--- src/rtl/l2_mem_pkg.sv ---
// rtl/l2_mem_pkg.sv - shared widths, FSM encoding and write-buffer entry type
package l2_mem_pkg;

   localparam int ADDRW = 28;    // line address width
   localparam int LINEW = 128;   // line data width

   typedef enum logic [1:0] {
      IDLE   = 2'd0,
      RD_MEM = 2'd1,
      WR_MEM = 2'd2
   } wb_state_t;

   typedef struct packed {
      logic             valid;
      logic [ADDRW-1:0] addr;
      logic [LINEW-1:0] data;
   } wb_entry_t;

endpackage

--- src/rtl/wb_cam_fifo.sv ---
// rtl/wb_cam_fifo.sv - line FIFO with parallel address compare and coalescing
// Ports:
//   clk, reset     : clock, synchronous active-high reset
//   write_en       : accepted upstream write (coalesces on wr_hit, else appends)
//   addr, wdata    : upstream line address (also the lookup key) and data
//   pop            : retire the head entry
//   excl_head      : head is (or is becoming) in flight, do not coalesce into it
//   rd_hit/rd_data : newest valid entry matching addr, head included
//   wr_hit         : newest valid match eligible for coalescing
//   head_addr/data : oldest entry
//   count          : number of valid entries
module wb_cam_fifo
   import l2_mem_pkg::*;
#(
   parameter int DEPTH = 4,
   parameter int PTRW  = 2
) (
   input  logic             clk,
   input  logic             reset,
   input  logic             write_en,
   input  logic [ADDRW-1:0] addr,
   input  logic [LINEW-1:0] wdata,
   input  logic             pop,
   input  logic             excl_head,
   output logic             rd_hit,
   output logic [LINEW-1:0] rd_data,
   output logic             wr_hit,
   output logic [ADDRW-1:0] head_addr,
   output logic [LINEW-1:0] head_data,
   output logic [PTRW:0]    count
);

   wb_entry_t       entries [DEPTH];
   logic [PTRW-1:0] head;
   logic [PTRW-1:0] tail;
   logic [PTRW-1:0] idx;
   logic [PTRW-1:0] rd_idx;
   logic [PTRW-1:0] wr_idx;

   // Walk from oldest to newest so the last match seen is the newest one.
   // Duplicates only arise when a write lands behind an in-flight head.
   always_comb begin
      rd_hit = 1'b0;
      rd_idx = '0;
      wr_hit = 1'b0;
      wr_idx = '0;
      idx    = '0;
      for (int k = 0; k < DEPTH; k++) begin
         idx = head + PTRW'(k);
         if (entries[idx].valid && entries[idx].addr == addr) begin
            rd_hit = 1'b1;
            rd_idx = idx;
            if (!(excl_head && k == 0)) begin
               wr_hit = 1'b1;
               wr_idx = idx;
            end
         end
      end
   end

   assign rd_data   = entries[rd_idx].data;
   assign head_addr = entries[head].addr;
   assign head_data = entries[head].data;

   always_ff @(posedge clk) begin
      if (reset) begin
         head  <= '0;
         tail  <= '0;
         count <= '0;
         for (int i = 0; i < DEPTH; i++) begin
            entries[i].valid <= 1'b0;
         end
      end else begin
         if (write_en) begin
            if (wr_hit) begin
               entries[wr_idx].data <= wdata;
            end else begin
               entries[tail] <= '{valid: 1'b1, addr: addr, data: wdata};
               tail          <= tail + 1'b1;
            end
         end
         if (pop) begin
            entries[head].valid <= 1'b0;
            head                <= head + 1'b1;
         end
         // A push and a pop on the same edge leave count unchanged.
         case ({write_en && !wr_hit, pop})
            2'b10:   count <= count + 1'b1;
            2'b01:   count <= count - 1'b1;
            default: count <= count;
         endcase
      end
   end

endmodule

--- src/rtl/l2_mem_write_buffer.sv ---
// rtl/l2_mem_write_buffer.sv - posted L2 writeback buffer in front of main memory
// Ports:
//   clk, reset                      : clock, synchronous active-high reset
//   up_read/up_write/up_addr/wdata  : L2 request, held until up_ready
//   up_rdata/up_ready               : read data and one-cycle completion pulse
//   mem_read/mem_write/addr/wdata   : memory request, held until mem_ready
//   mem_rdata/mem_ready             : memory read data and completion pulse
//   occupancy                       : buffered line count
module l2_mem_write_buffer
   import l2_mem_pkg::*;
#(
   parameter int DEPTH = 4,
   parameter int PTRW  = 2
) (
   input  logic             clk,
   input  logic             reset,
   input  logic             up_read,
   input  logic             up_write,
   input  logic [ADDRW-1:0] up_addr,
   input  logic [LINEW-1:0] up_wdata,
   output logic [LINEW-1:0] up_rdata,
   output logic             up_ready,
   output logic             mem_read,
   output logic             mem_write,
   output logic [ADDRW-1:0] mem_addr,
   output logic [LINEW-1:0] mem_wdata,
   input  logic [LINEW-1:0] mem_rdata,
   input  logic             mem_ready,
   output logic [PTRW:0]    occupancy
);

   wb_state_t        state;
   logic             rd_hit;
   logic             wr_hit;
   logic [LINEW-1:0] rd_data;
   logic [ADDRW-1:0] head_addr;
   logic [LINEW-1:0] head_data;
   logic [PTRW:0]    count;

   logic sample, req_wr, req_rd, full, rd_miss;
   logic drain_start, rd_start, wr_accept, rd_serve, pop, excl_head;

   // The request is still asserted during our ready pulse, and in RD_MEM the
   // held request is the read already being serviced.
   assign sample      = !up_ready && state != RD_MEM;
   assign req_wr      = sample && up_write;
   assign req_rd      = sample && up_read && !up_write;
   assign full        = count == (PTRW+1)'(DEPTH);
   assign rd_miss     = req_rd && !rd_hit;
   // A full buffer drains ahead of a read miss so writers always make progress.
   assign drain_start = state == IDLE && count != '0 && (!rd_miss || full);
   assign rd_start    = state == IDLE && rd_miss && !drain_start;
   assign wr_accept   = req_wr && (wr_hit || !full);
   assign rd_serve    = req_rd && rd_hit;
   assign pop         = state == WR_MEM && mem_ready;
   // The head's data is captured into mem_wdata when the drain starts, so it
   // must not be coalesced into from that edge on.
   assign excl_head   = state == WR_MEM || drain_start;

   wb_cam_fifo #(.DEPTH(DEPTH), .PTRW(PTRW)) u_fifo (
      .clk       (clk),
      .reset     (reset),
      .write_en  (wr_accept),
      .addr      (up_addr),
      .wdata     (up_wdata),
      .pop       (pop),
      .excl_head (excl_head),
      .rd_hit    (rd_hit),
      .rd_data   (rd_data),
      .wr_hit    (wr_hit),
      .head_addr (head_addr),
      .head_data (head_data),
      .count     (count)
   );

   assign occupancy = count;

   always_ff @(posedge clk) begin
      if (reset) begin
         state     <= IDLE;
         up_ready  <= 1'b0;
         up_rdata  <= '0;
         mem_read  <= 1'b0;
         mem_write <= 1'b0;
         mem_addr  <= '0;
         mem_wdata <= '0;
      end else begin
         up_ready <= wr_accept || rd_serve;
         if (rd_serve) begin
            up_rdata <= rd_data;
         end
         case (state)
            IDLE: begin
               if (drain_start) begin
                  mem_write <= 1'b1;
                  mem_addr  <= head_addr;
                  mem_wdata <= head_data;
                  state     <= WR_MEM;
               end else if (rd_start) begin
                  mem_read <= 1'b1;
                  mem_addr <= up_addr;
                  state    <= RD_MEM;
               end
            end
            RD_MEM: begin
               if (mem_ready) begin
                  mem_read <= 1'b0;
                  up_ready <= 1'b1;
                  up_rdata <= mem_rdata;
                  state    <= IDLE;
               end
            end
            WR_MEM: begin
               if (mem_ready) begin
                  mem_write <= 1'b0;
                  state     <= IDLE;
               end
            end
            default: state <= IDLE;
         endcase
      end
   end

endmodule

--- config.mk ---
export PLATFORM = sky130hd
export DESIGN_NAME = l2_mem_write_buffer
export DESIGN_NICKNAME = d
export VERILOG_FILES = /design/src/rtl/l2_mem_pkg.sv /design/src/rtl/wb_cam_fifo.sv /design/src/rtl/l2_mem_write_buffer.sv
export SDC_FILE = /design/constraint.sdc
export NUM_CORES = 2
export LEC_CHECK = 0
export ABC_AREA = 1
export ABC_CLOCK_PERIOD_IN_PS = 17600
export CORE_MARGIN = 2
export CORE_UTILIZATION = 25
export DETAILED_ROUTE_END_ITERATION = 7
export GPL_ROUTABILITY_DRIVEN = 0
export SYNTH_ARGS = -nofsm -noshare
export SYNTH_HDL_FRONTEND = slang
export SYNTH_SLANG_ARGS = --single-unit
--- constraint.sdc ---
create_clock -name clk -period 17.6 [get_ports clk]
set_input_delay 2.64 -clock clk [delete_from_list [all_inputs] [get_ports clk]]
set_output_delay 2.64 -clock clk [all_outputs]
set_load 0.05 [all_outputs]
Word-level counts from Yosys, hierarchy flattened
Memories as Yosys holds them, arrays and structs flattened. A register that Yosys moved wholly into a read port is not among the register bits.
Cells that the tools add are included.
{ "word_totals": {"reg_bits": 296, "ramBits": 628, "input_bits": 289, "output_inout_bits": 290, "mem_count": 1} }
{ "classes": {"addsub": 6, "n_eq_ne": 17, "muxes": 60, "bitwise": 1, "n_reduce_logical": 44} }
{ "mem_list": {"columns": ["memory", "depth", "word_bits", "rd", "rd_ports_with_merged_regs", "wr", "line_no", "text"], "rows": [
  ["u_fifo.entries", 4, 157, 5, 1, 4, "wb_cam_fifo.sv:33", "wb_entry_t entries [DEPTH];"]
]} }
{ "ops": {"columns": ["operator", "n"], "rows": [
  ["$mux 157", 3],
  ["$reduce_or 157->1", 3],
  ["$mux 128", 3],
  ["$eq 28x28->1", 4],
  ["$mux 28", 2],
  ["$mux 2", 18],
  ["$mux 1", 28],
  ["$logic_and 1x1->1", 17],
  ["$ne 2x2->1 const B", 5],
  ["$reduce_and 2->1", 4],
  ["$reduce_bool 2->1", 4],
  ["$logic_not 1->1", 7],
  ["$mux 3", 2],
  ["$pmux 3 s2", 1],
  ["$add 2x1->2 const B", 2],
  ["$add 2x2->2 const B", 2],
  ["$eq 2x1->1 const B", 2],
  ["$eq 2x2->1 const B", 2],
  ["$logic_or 1x1->1", 4],
  ["$ne 2x1->1 const B", 2],
  ["$pmux 1 s2", 2],
  ["$pmux 2 s2", 1],
  ["$reduce_and 4->1", 1],
  ["$add 3x1->3 const B", 1],
  ["8 further kinds", 8]
]} }

Logic depth before layout (Yosys ltp)
An unclocked memory read counts as a cell.
{ "depth": {"depth_word": 26, "depth_mapped": 32} }

Hierarchy
A second synthesis with hierarchy kept.
{ "unflattened": {"cells_unflattened": 6699, "hier_area_um2": 49678.9} }
{ "modules_own_cells": {"columns": ["mod", "n_inst", "cells_each", "area_each_um2", "seq_area_each_um2"], "rows": [
  ["wb_cam_fifo", 1, 4675, 36755.3, 18998.2],
  ["l2_mem_write_buffer", 1, 2024, 12923.6, 5785.5]
]} }

Worst setup path before layout
No wires, ideal clock.
{ "synth_timing": {"path_kind": "input to register", "start": "input port up_addr[4]", "end": "memory u_fifo.entries[3][0] (netlist name) (enable)", "setup_ns": 0.773, "arrival_time_ns": 12.950, "slack_ns": 3.877, "stages": 17, "n_path_buf": 3, "path_cell_list": "clkbuf_1 -> nor2_1 -> nor3_1 -> nand2_1 -> nor2_1 -> nand2_1 -> nor2_1 -> inv_1 -> nor2_1 -> o21ai_1 -> nand2_2 -> inv_2 -> buf_4 -> buf_4 -> nand4_1 -> nand2_1 -> nor3_1"} }
{ "synth_lines": {"columns": ["item", "line_no", "text"], "rows": [
  ["start, declared", "l2_mem_write_buffer.sv:19", "input logic [ADDRW-1:0] up_addr,"],
  ["end, declared", "wb_cam_fifo.sv:33", null]
]} }

==> metrics.txt <==
outcome=finished clean; All-Layer GR Usage=0.1762; post-route ant nets=0; Top Ports=579; post_cts resized=0; Hold Buf Count CTS=0; DRC Markers=0; actual slew at the worst max-slew pin=1270 ps; total power=7.897 mW; Tcrit/Tclk final=0.4707; critical path peak fanout=111; Max Clock Freq=120.7 MHz; Startpoint Class=register; Buf+Inv Stages, Crit Path=9; CTS Sinks=926; Static Leak=21.35 nW; clk slew on worst S/H paths=60 ps; sequential group share of total power=0.367; synth unique cells=34; Max-slew headroom=0.1533; Post-synth EDFFs=624; DIE AREA=180500 um2; Starting Density=0.2514; largest net degree at the start of global routing=238; r2r startpoint=u_fifo.head[0]; Pint=4.780 mW; register area share after synthesis=0.5597; endpoints failing setup=0; GRT overflow=0; CP required=17960 ps; CP top delay family=buffers and inverters; Post-synth ARST share=0; endpoints failing hold=0; post-route clock skew=78.74 ps; Post-CTS Setup Bufs=0; Post-Layout Inst Area=55400 um2; Avg Synthesized Cell Area=8.604 um2; clock network power share=0.287; Avg WL per Cell=20.97 um; slowest CP cell=dfxtp_4; Setup Crit Path Kind=register to register; Hold Slack=462.8 ps; Worst setup EP type=register; worst-skew pair later-pin latency=770 ps; # port buffers=578; vias per cell=4.941; min-delay worst type=register to register; Pwr Density=142.5 nW/um2; Die X=424.8 um; post-layout util=0.3146; Synth Flop Type=edfxtp_1; CTS Buffer Depth=3; Placed Area=51760 um2; Final nets=5805; worst hold stages=2; fin worst setup slack=9316 ps; CTS tree=done; share of cells above drive strength 1=0.04305; CTS H-Tree Depth=3; Max-Cap Viols=0; fin crit period=8284 ps; worst flop-to-flop path endpoint=u_fifo.entries[2][26]; total CTS buffers=105; Placed Instances=7740; Non-Filler Instances=7952; initial antenna violation count=18; synthesis warning total=0; pre-CTS setup slack=9229 ps; unrepaired setup endpoints after global routing=no; syn nets=5444; # rows=154; most frequent CP cell=nand2_1; VDD IR-drop max=0.00009457 V; Area Overhead vs Synth=25.12%; Worst Path Arrival=8650 ps; worst hold endpoint=mem_addr[7]; dpl hpwl=107000 um; Worst Reg2Reg Path Length in Cells=25; min-delay src=mem_addr[7]; filler cell count=18170; Combinational Power Share=0.345; routed via count=39293; initial DRC count=3573; first-pass GRT wire length=240200 um; number of global-route vias before repair=37199; core footprint=176100 um2; synthesized cell area=44280 um2; peak per-stage delay on the critical path=790 ps; Post-Route WL=166700 um; Switching Share=0.3948; Reg area=24800 um2; fin. max-slew vios=0; Syn Inst Count=5146; Fin Setup TNS=0 ps; die span in y=424.8 um; multi-input combinational cell area=16080 um2; FF-to-FF setup slack=9320 ps; Net Switching=3.118 mW; Synth Register Bits=926; Initial DRT Pass Iterations=6; root buf cell=clkbuf_16
-- synth_stat cells (2+ instances only) --
cell | instances | area, um2
a21oi_1 | 140 | 700.7
a31o_1 | 82 | 718.2
a31o_2 | 2 | 17.52
a31oi_1 | 131 | 819.5
buf_1 | 17 | 63.81
buf_2 | 86 | 430.4
buf_4 | 27 | 202.7
buf_6 | 12 | 135.1
clkbuf_1 | 228 | 855.8
dfxtp_1 | 302 | 6046
edfxtp_1 | 624 | 18740
ha_1 | 8 | 100.1
inv_1 | 463 | 1738
inv_2 | 7 | 26.28
nand2_1 | 1420 | 5330
nand2_2 | 3 | 18.77
nand3_1 | 355 | 1777
nand3b_1 | 2 | 15.01
nand4_1 | 4 | 25.02
nor2_1 | 403 | 1513
nor3_1 | 3 | 15.01
o211ai_1 | 154 | 1156
o21ai_0 | 493 | 2467
o21ai_1 | 29 | 145.1
o221ai_1 | 84 | 735.7
o22ai_1 | 41 | 256.5
xor2_1 | 19 | 166.4
-- cell type report --
class                           instances  area share
Timing Repair Buffer                  624      0.1108
Inverter                              472     0.03291
Clock buffer                          142     0.05228
Tap cell                             2340     0.05285
Antenna cell                           14   0.0006324
Clock inverter                         56     0.01276
Sequential cell                       926      0.4475
Multi-Input combinational cell       3378      0.2902
-- state kept, by name, summed over array words and instances (netlist names), 2 cells and up, named ones only --
signal and flops:
u_fifo.count 3, mem_wdata 128, up_rdata 128, u_fifo.entries 628, u_fifo.tail 2, u_fifo.head 2
state 2, mem_addr 28
-- placed cells by master, fill, tap and decap left out, types with 24 or more instances in the layout --
cell and count:
dfxtp_1 299, clkbuf_16 105, a31o_1 82, a21oi_1 140
a31oi_1 131, nand2_1 1415, edfxtp_1 624, o211ai_1 154
o21ai_0 493, nor2_1 403, buf_4 46, o22ai_1 41
clkbuf_1 24, nand3_1 354, o21ai_1 29, clkdlybuf4s50_1 577
inv_1 453, o221ai_1 84
-- routing by layer --
layer / vias up / global-route usage / wire, um
met5: - / 0 / 13
met4: 2 / 0.1014 / 9454
met3: 358 / 0.02897 / 10170
met2: 1581 / 0.3041 / 82790
met1: 19111 / 0.2066 / 64280
li1: 18241 / - / -
-- how the worst max path moves through the flow --
| stage | start | end | cells after the start |
|---|---|---|---|
| 3_5_place_dp | up_addr[6] | u_fifo.entries[2][49] | 19 |
| 6_report | u_fifo.head[0] | u_fifo.entries[2][26] | 25 |
| 5_1_grt | u_fifo.head[0] | u_fifo.entries[2][26] | 23 |
| 2_1_floorplan | up_addr[4] | u_fifo.entries[3][0] | 17 |
| 3_3_place_gp | up_addr[6] | u_fifo.entries[2][69] | 19 |
| 4_1_cts | u_fifo.head[0] | u_fifo.entries[2][26] | 23 |
-- worst min-delay path, cell delays in order, from the launching register on --
cell,delay [ps]
dfxtp_1,310
nand2_1,60
a21oi_1,50
-- power by group through the flow --
stage          clock network [mW]  registers [mW]  logic, mW
5_1_grt                      2.40            2.93       2.89
6_report                     2.27            2.90       2.73
3_3_place_gp                    0            2.93       2.72
4_1_cts                      2.32            2.90       2.74
2_1_floorplan                   0            3.62      0.987
3_5_place_dp                    0            2.94       2.73
-- kinds of logic (layout without fill, tap and decap cells) --
group           Yosys count  count (layout)  synth area share
xor+xnor                 19              19          0.003758
other cells               0              14                 0
compound gates         1158            1158            0.1589
buf+inv                 842            1294           0.07819
flops                   926             926            0.5597
simple gates           2192            2192            0.1967
fa+ha+maj                 9               9          0.002713
Power figures use the tool's default switching activity.
